==> config.mk <==
export PLATFORM = sky130hd
export DESIGN_NAME = conv_window_gen
export DESIGN_NICKNAME = d
export VERILOG_FILES = /design/src/rtl/conv_window_gen.sv
export SDC_FILE = /design/constraint.sdc
export NUM_CORES = 1
export LEC_CHECK = 0
export CORE_UTILIZATION = 32
export DETAILED_ROUTE_END_ITERATION = 10
export PLACE_DENSITY = 0.61
export SLEW_MARGIN = 0
export SYNTH_ARGS = -nofsm -noshare
export SYNTH_HDL_FRONTEND = slang
export SYNTH_SLANG_ARGS = --single-unit
==> constraint.sdc <==
create_clock -name clk -period 4.85 [get_ports clk]
set_input_delay 0.7275 -clock clk [delete_from_list [all_inputs] [get_ports clk]]
set_output_delay 0.7275 -clock clk [all_outputs]
set_load 0.05 [all_outputs]
==> src/rtl/conv_window_gen.sv <==
// rtl/conv_window_gen.sv - KERNEL x KERNEL sliding-window generator over a raster pixel stream
module conv_window_gen #(
    parameter int KERNEL = 3,
    parameter int N      = 4,
    parameter int IMG_W  = 8,
    parameter int IMG_H  = 8,
    localparam int CW    = (IMG_W > 1) ? $clog2(IMG_W) : 1,
    localparam int RW    = (IMG_H > 1) ? $clog2(IMG_H) : 1
) (
    input  logic                       clk,
    input  logic                       rst,
    input  logic [N-1:0]               pix_in,
    input  logic                       pix_valid,
    output logic [KERNEL*KERNEL*N-1:0] data2conv,
    output logic                       en_out,
    output logic                       frame_done,
    output logic [CW-1:0]              col_cnt,
    output logic [RW-1:0]              row_cnt
);

    localparam int WB = KERNEL * KERNEL * N;
    localparam int LB = (KERNEL > 1) ? KERNEL - 1 : 1;
    localparam logic [CW-1:0] COL_LAST = CW'(IMG_W - 1);
    localparam logic [RW-1:0] ROW_LAST = RW'(IMG_H - 1);
    localparam logic [CW-1:0] COL_MIN  = CW'(KERNEL - 1);
    localparam logic [RW-1:0] ROW_MIN  = RW'(KERNEL - 1);

    logic [N-1:0]  win     [KERNEL][KERNEL];
    logic [N-1:0]  win_nxt [KERNEL][KERNEL];
    logic [N-1:0]  new_col [KERNEL];
    logic [WB-1:0] win_flat;
    logic          complete;
    logic          last_pix;

    // Line buffer k holds row (current - (KERNEL-1) + k); index 0 is the oldest row.
    generate
        if (KERNEL > 1) begin : g_lb
            logic [N-1:0] lb [LB][IMG_W];

            always_ff @(posedge clk) begin
                if (pix_valid) begin
                    for (int k = 0; k < LB - 1; k++) begin
                        lb[k][col_cnt] <= lb[k+1][col_cnt];
                    end
                    lb[LB-1][col_cnt] <= pix_in;
                end
            end

            always_comb begin
                for (int k = 0; k < LB; k++) begin
                    new_col[k] = lb[k][col_cnt];
                end
                new_col[KERNEL-1] = pix_in;
            end
        end else begin : g_nolb
            assign new_col[0] = pix_in;
        end
    endgenerate

    always_comb begin
        win_flat = '0;
        for (int r = 0; r < KERNEL; r++) begin
            for (int c = 0; c < KERNEL - 1; c++) begin
                win_nxt[r][c] = win[r][c+1];
            end
            win_nxt[r][KERNEL-1] = new_col[r];
        end
        for (int r = 0; r < KERNEL; r++) begin
            for (int c = 0; c < KERNEL; c++) begin
                win_flat[(r*KERNEL+c)*N +: N] = win_nxt[r][c];
            end
        end
    end

    // Only windows fully inside the current frame's rows and columns are emitted.
    assign complete = (KERNEL == 1) || ((row_cnt >= ROW_MIN) && (col_cnt >= COL_MIN));
    assign last_pix = (row_cnt == ROW_LAST) && (col_cnt == COL_LAST);

    always_ff @(posedge clk) begin
        if (rst) begin
            col_cnt    <= '0;
            row_cnt    <= '0;
            en_out     <= 1'b0;
            frame_done <= 1'b0;
            data2conv  <= '0;
            for (int r = 0; r < KERNEL; r++) begin
                for (int c = 0; c < KERNEL; c++) begin
                    win[r][c] <= '0;
                end
            end
        end else begin
            en_out     <= 1'b0;
            frame_done <= 1'b0;
            if (pix_valid) begin
                for (int r = 0; r < KERNEL; r++) begin
                    for (int c = 0; c < KERNEL; c++) begin
                        win[r][c] <= win_nxt[r][c];
                    end
                end
                if (col_cnt == COL_LAST) begin
                    col_cnt <= '0;
                    row_cnt <= (row_cnt == ROW_LAST) ? '0 : row_cnt + RW'(1);
                end else begin
                    col_cnt <= col_cnt + CW'(1);
                end
                if (complete) begin
                    en_out     <= 1'b1;
                    data2conv  <= win_flat;
                    frame_done <= last_pix;
                end
            end
        end
    end

endmodule

* Yosys cells after proc, flatten, opt, wreduce, memory -nomap -nowiden
Memories as Yosys holds them, arrays and structs flattened.
Cells that the tools add are included.
** Storage, ports and cells
- Memory bits (writable) :: 100
- Memories :: 2
- Bits of input ports :: 7
- Bits in registers :: 44
** Memories
- g_lb.lb :: words 2, width 32, rd ports 2, clocked after memory_dff 0, wr ports 2, RTL line 38 : logic [N-1:0] lb [LB][IMG_W];
- win :: words 3, width 12, rd ports 3, clocked after memory_dff 0, wr ports 3, RTL line 28 : logic [N-1:0] win [KERNEL][KERNEL];
** Operators by class
- Mux-type cells :: 26
- $add $sub $neg :: 2
- Bitwise gates (word level) :: 12
- Reduce and logical (&&, ||, !) cells :: 7
- Order comparisons :: 4
- Equality and inequality tests :: 2
** Operator list (count)
- two-way mux 4 bit :: 14
- two-way mux 32 bit :: 1
- binary-select mux 4 bit (select 3 bit) :: 2
- demux 4 bit (select 3 bit) :: 1
- OR 1 bit :: 9
- adder 3 x 1 -> 3 bit, second input constant :: 2
- equality test 3 bit, second input constant :: 2
- greater-or-equal comparator 3 x 2 -> 1 bit, second input constant :: 2
- two-way mux 1 bit :: 6
- two-way mux 3 bit :: 2
- greater-or-equal comparator 4 bit, second input constant :: 1
- less-than comparator 4 x 1 -> 1 bit, second input constant :: 1
- NOT 3 -> 4 bit :: 1
- AND reduction 2 bit :: 2
- logical AND 1 bit :: 3
- OR reduction 3 bit :: 1
- NOT 1 bit :: 2
- OR reduction 2 bit :: 1

* Logic depth before layout (Yosys ltp)
- Depth after elaboration :: 6
- Mapped depth :: 8

* Worst setup path before layout
No wires, ideal clock.
- Path kind :: register to register
- From :: reg col_cnt[1]
- To :: mem g_lb.lb[0][0] (netlist bit), data pin
- Cell stages (with the launch flop) :: 6
- Arrival :: 1843 ps
- Clock period less this slack :: 2138 ps
- Setup slack :: 2712 ps
- Required time :: 4555 ps
- Buffers on the path :: 1
- Path through :: dfxtp_1 > buf_6 > mux2i_1 > o221ai_1 > a221oi_1 > inv_1
** RTL lines
- from (decl) :: RTL line 17 : output logic [CW-1:0] col_cnt,
- from (signal assigned) :: RTL line 104 : col_cnt <= col_cnt + CW'(1);
- to (decl) :: RTL line 38

* Final worst setup path
- From :: reg col_cnt[1]
- To :: out col_cnt[1]
No word-level cell between the ends.

==> summary.md <==
| Metric | Value |
|---|---|
| Sequential Power Share | `0.445` |
| DR vias | `3031` |
| Vias/cell | `4.55` |
| Die width | `128 um` |
| Peak fanout along the critical path | `26` |
| Slew HR | `0.293` |
| Worst-Margin Slew | `1.06 ns` |
| Clk_skew | `0.0171 ns` |
| Share of cells above drive strength 1 | `0.108` |
| Post-synth top flop | `edfxtp_1` |
| Overflow after GRT | `0` |
| Unique masters post-synth | `35` |
| TritonCTS clock tree | `done` |
| Area leader, netlist | `edfxtp_1` |
| Sequential fraction of the synthesis area | `0.692` |
| Fillers | `1424` |
| Mapped Cells | `394` |
| Clock latency on the worst-skew pair | `0.42 ns` |
| Initial Utilization | `0.331` |
| Capturing point of the worst reg2reg path | `g_lb.lb[0][8]$_DFFE_PP_` |
| Asr flop ratio synth | `0` |
| Startpoint class of the critical path | `flop` |
| Setup WS pre-CTS | `2.02 ns` |
| Drt drc | `0` |
| Post-route ant nets | `0` |
| FF-to-FF setup slack | `2.06 ns` |
| # rows | `45` |
| Initial antenna violation count | `0` |
| Clock share of power | `0.509` |
| Chip height | `128 um` |
| TNS Setup | `0 ns` |
| DIE AREA | `16400 um2` |
| CTS buffer count | `17` |
| Pwr per Cell Area | `445 nW/um2` |
| Crit path buffers/inverters | `1` |
| Core box area | `15400 um2` |
| Setup CP Type | `reg -> out` |
| Drt initial violations | `213` |
| CP Capture Type | `primary output` |
| Synth Net Count | `407` |
| Max Slew Vio Count | `0` |
| # Post-CTS Setup Buffers | `0` |
| Peak supply drop | `267 uV` |
| Hold Path Origin | `data2conv[24]$_SDFFE_PP0P_` |
| HPWL Detailed | `6.52 mm` |
| Clock slew seen by the registers of the worst setup and hold paths | `0.06 ns` |
| Tmin final | `3.15 ns` |
| Final WS setup | `1.70 ns` |
| First-pass GRT wire length | `15.7 mm` |
| Sw power | `0.589 mW` |
| CP Cell Sequence | `clkdlybuf4s50_1` |
| Vias in the first global route | `2922` |
| Syn_area_per_cell | `12.9 um2` |
| Critical Path Max Stage Delay | `1.02 ns` |
| Static Leak | `2.18 nW` |
| PortBufs | `50` |
| Placed Cells | `634` |
| Synth warn | `0` |
| Worst hold stages | `2` |
| Most frequent cells after synthesis | `88 x edfxtp_1, 61 x nand2_1, 44 x dfxtp_1, 38 x a21oi_1, 34 x nor2_1` |
| Post-synth EDFFs | `88` |
| Antenna Cells | `0` |
| Final Hold Fails | `0` |
| Most frequent cell after synthesis | `edfxtp_1` |
| Arr. time, crit path | `2.42 ns` |
| Critical path's top delay family | `flip-flops` |
| Post-Syn Area | `5090 um2` |
| GPL Wtd Cong | `0.794` |
| Non-filler instance count after layout | `666` |
| WP data required | `4.12 ns` |
| R2R depth | `4` |
| Multi-input logic area | `1370 um2` |
| FMAX | `317 MHz` |
| H-tree levels | `4` |
| Clk buf depth | `2` |
| HP Class | `reg -> reg` |
| Total track usage | `0.131` |
| Max cap viols | `0` |
| Fin nets | `455` |
| Sw Share | `0.207` |
| Pin count of the biggest net entering global routing | `47` |
| Number of gates resized after cts | `0` |
| Final Power | `2.85 mW` |
| RSZ-0062 raised after global routing | `no` |
| Hold EP | `data2conv[24]$_SDFFE_PP0P_` |
| Post-CTS Hold Fix Bufs | `0` |
| TritonRoute pass-1 iters | `4` |
| Synth Register Bits | `132` |
| Wirelength per Cell | `15.1 um` |
| Combinational group share of total power | `0.046` |
| I/O pins | `51` |
| Root buf cell | `clkbuf_16` |
| Slowest cell on the critical path | `dfxtp_1` |
| Top post-synthesis cells by area | `edfxtp_1 52%, dfxtp_1 17%, mux2i_1 4.5%` |
| Sequential Area | `3520 um2` |
| Clock sink total | `132` |
| Yosys top cell area share | `0.519` |
| Worst reg2reg startpoint | `col_cnt[1]$_SDFFE_PP0P_` |
| Layout Utilization | `0.416` |
| Layout area overhead | `25.6%` |
| Tcrit/Tclk final | `0.650` |
| Cell internal pwr | `2.26 mW` |
| Setup Viol. Count Final | `0` |
| Final wirelength | `10.0 mm` |
| Status | `finished clean` |
-- through the flow --
stage | cell area [um2] | hold WS, ns
2_1_floorplan | 5090 | 0.471
3_3_place_gp | 5720 | 0.442
3_5_place_dp | 5720 | 0.447
4_1_cts | 6400 | 0.455
5_1_grt | 6400 | 0.469
6_report | 6400 | 0.450
-- power groups by stage --
| stage | clock network, mW | logic [mW] | registers (mW) |
|---|---|---|---|
| final | 1.45 | 0.132 | 1.27 |
| after floorplan | 0 | 0.0940 | 1.28 |
| after CTS | 1.48 | 0.135 | 1.27 |
| after global placement | 0 | 0.132 | 1.29 |
| after global routing | 1.52 | 0.145 | 1.27 |
| after detailed placement | 0 | 0.135 | 1.29 |
-- routing by layer --
layer  global-route usage  share of wire  vias up
li1                     -              -     1505
met1                0.167           0.44     1434
met2                0.199           0.49       82
met3               0.0463          0.054       10
met4               0.0630          0.016        0
met5                    0              0        -
-- worst max path at each step --
stage / depth (start not counted) / start / endpoint
after CTS: 1 / col_cnt[1]$_SDFFE_PP0P_ / col_cnt[1]
after global routing: 1 / col_cnt[1]$_SDFFE_PP0P_ / col_cnt[1]
final: 1 / col_cnt[1]$_SDFFE_PP0P_ / col_cnt[1]
after floorplan: 5 / col_cnt[1]$_SDFFE_PP0P_ / g_lb.lb[0][0]$_DFFE_PP_
after global placement: 3 / pix_valid / g_lb.lb[0][31]$_DFFE_PP_
after detailed placement: 3 / pix_valid / g_lb.lb[0][31]$_DFFE_PP_
-- cell type report --
type / count / share of cell area
clock inverters: 14 / 0.0393
inverters: 9 / 0.00528
well taps: 211 / 0.0413
clock buffers: 18 / 0.0671
repair buffers: 54 / 0.0821
multi-input cells: 228 / 0.214
flip-flops and latches: 132 / 0.551
-- logic make-up after synthesis --
kind of cell,after synthesis,synth area share
AO/OA/AOI/OAI,73,0.0995
adder cells (fa/ha/maj),6,0.0147
buffers and inverters,34,0.0393
flip-flops,132,0.692
multiplexers,25,0.0496
AND/OR/NAND/NOR,124,0.105
-- flip-flops by register name (all words and copies together), names as in the netlist --
signal,flops
g_lb.lb,64
data2conv,36
win,24
col_cnt,3
row_cnt,3
en_out,1
frame_done,1
-- placed cells by master (no fill, tap or decap), drive strengths merged --
cell type | Yosys | layout
a211o | 1 | 1
a211oi | 16 | 16
a21boi | 1 | 1
a21oi | 38 | 38
a221oi | 1 | 1
a311oi | 5 | 5
and2 | 16 | 16
and3 | 1 | 1
buf | 17 | 5
bufinv | 0 | 6
clkbuf | 8 | 18
clkdlybuf4s50 | 0 | 49
clkinv | 1 | 6
clkinvlp | 0 | 1
dfxtp | 44 | 44
edfxtp | 88 | 88
ha | 6 | 6
inv | 8 | 10
mux2 | 2 | 2
mux2i | 23 | 23
nand2 | 61 | 61
nand2b | 3 | 3
nand3 | 2 | 2
nor2 | 34 | 34
nor2b | 1 | 1
nor3 | 2 | 2
nor3b | 1 | 1
o211a | 2 | 2
o211ai | 1 | 1
o221ai | 2 | 2
o22ai | 6 | 6
or2 | 2 | 2
or3 | 1 | 1
Power figures use the tool's default switching activity.
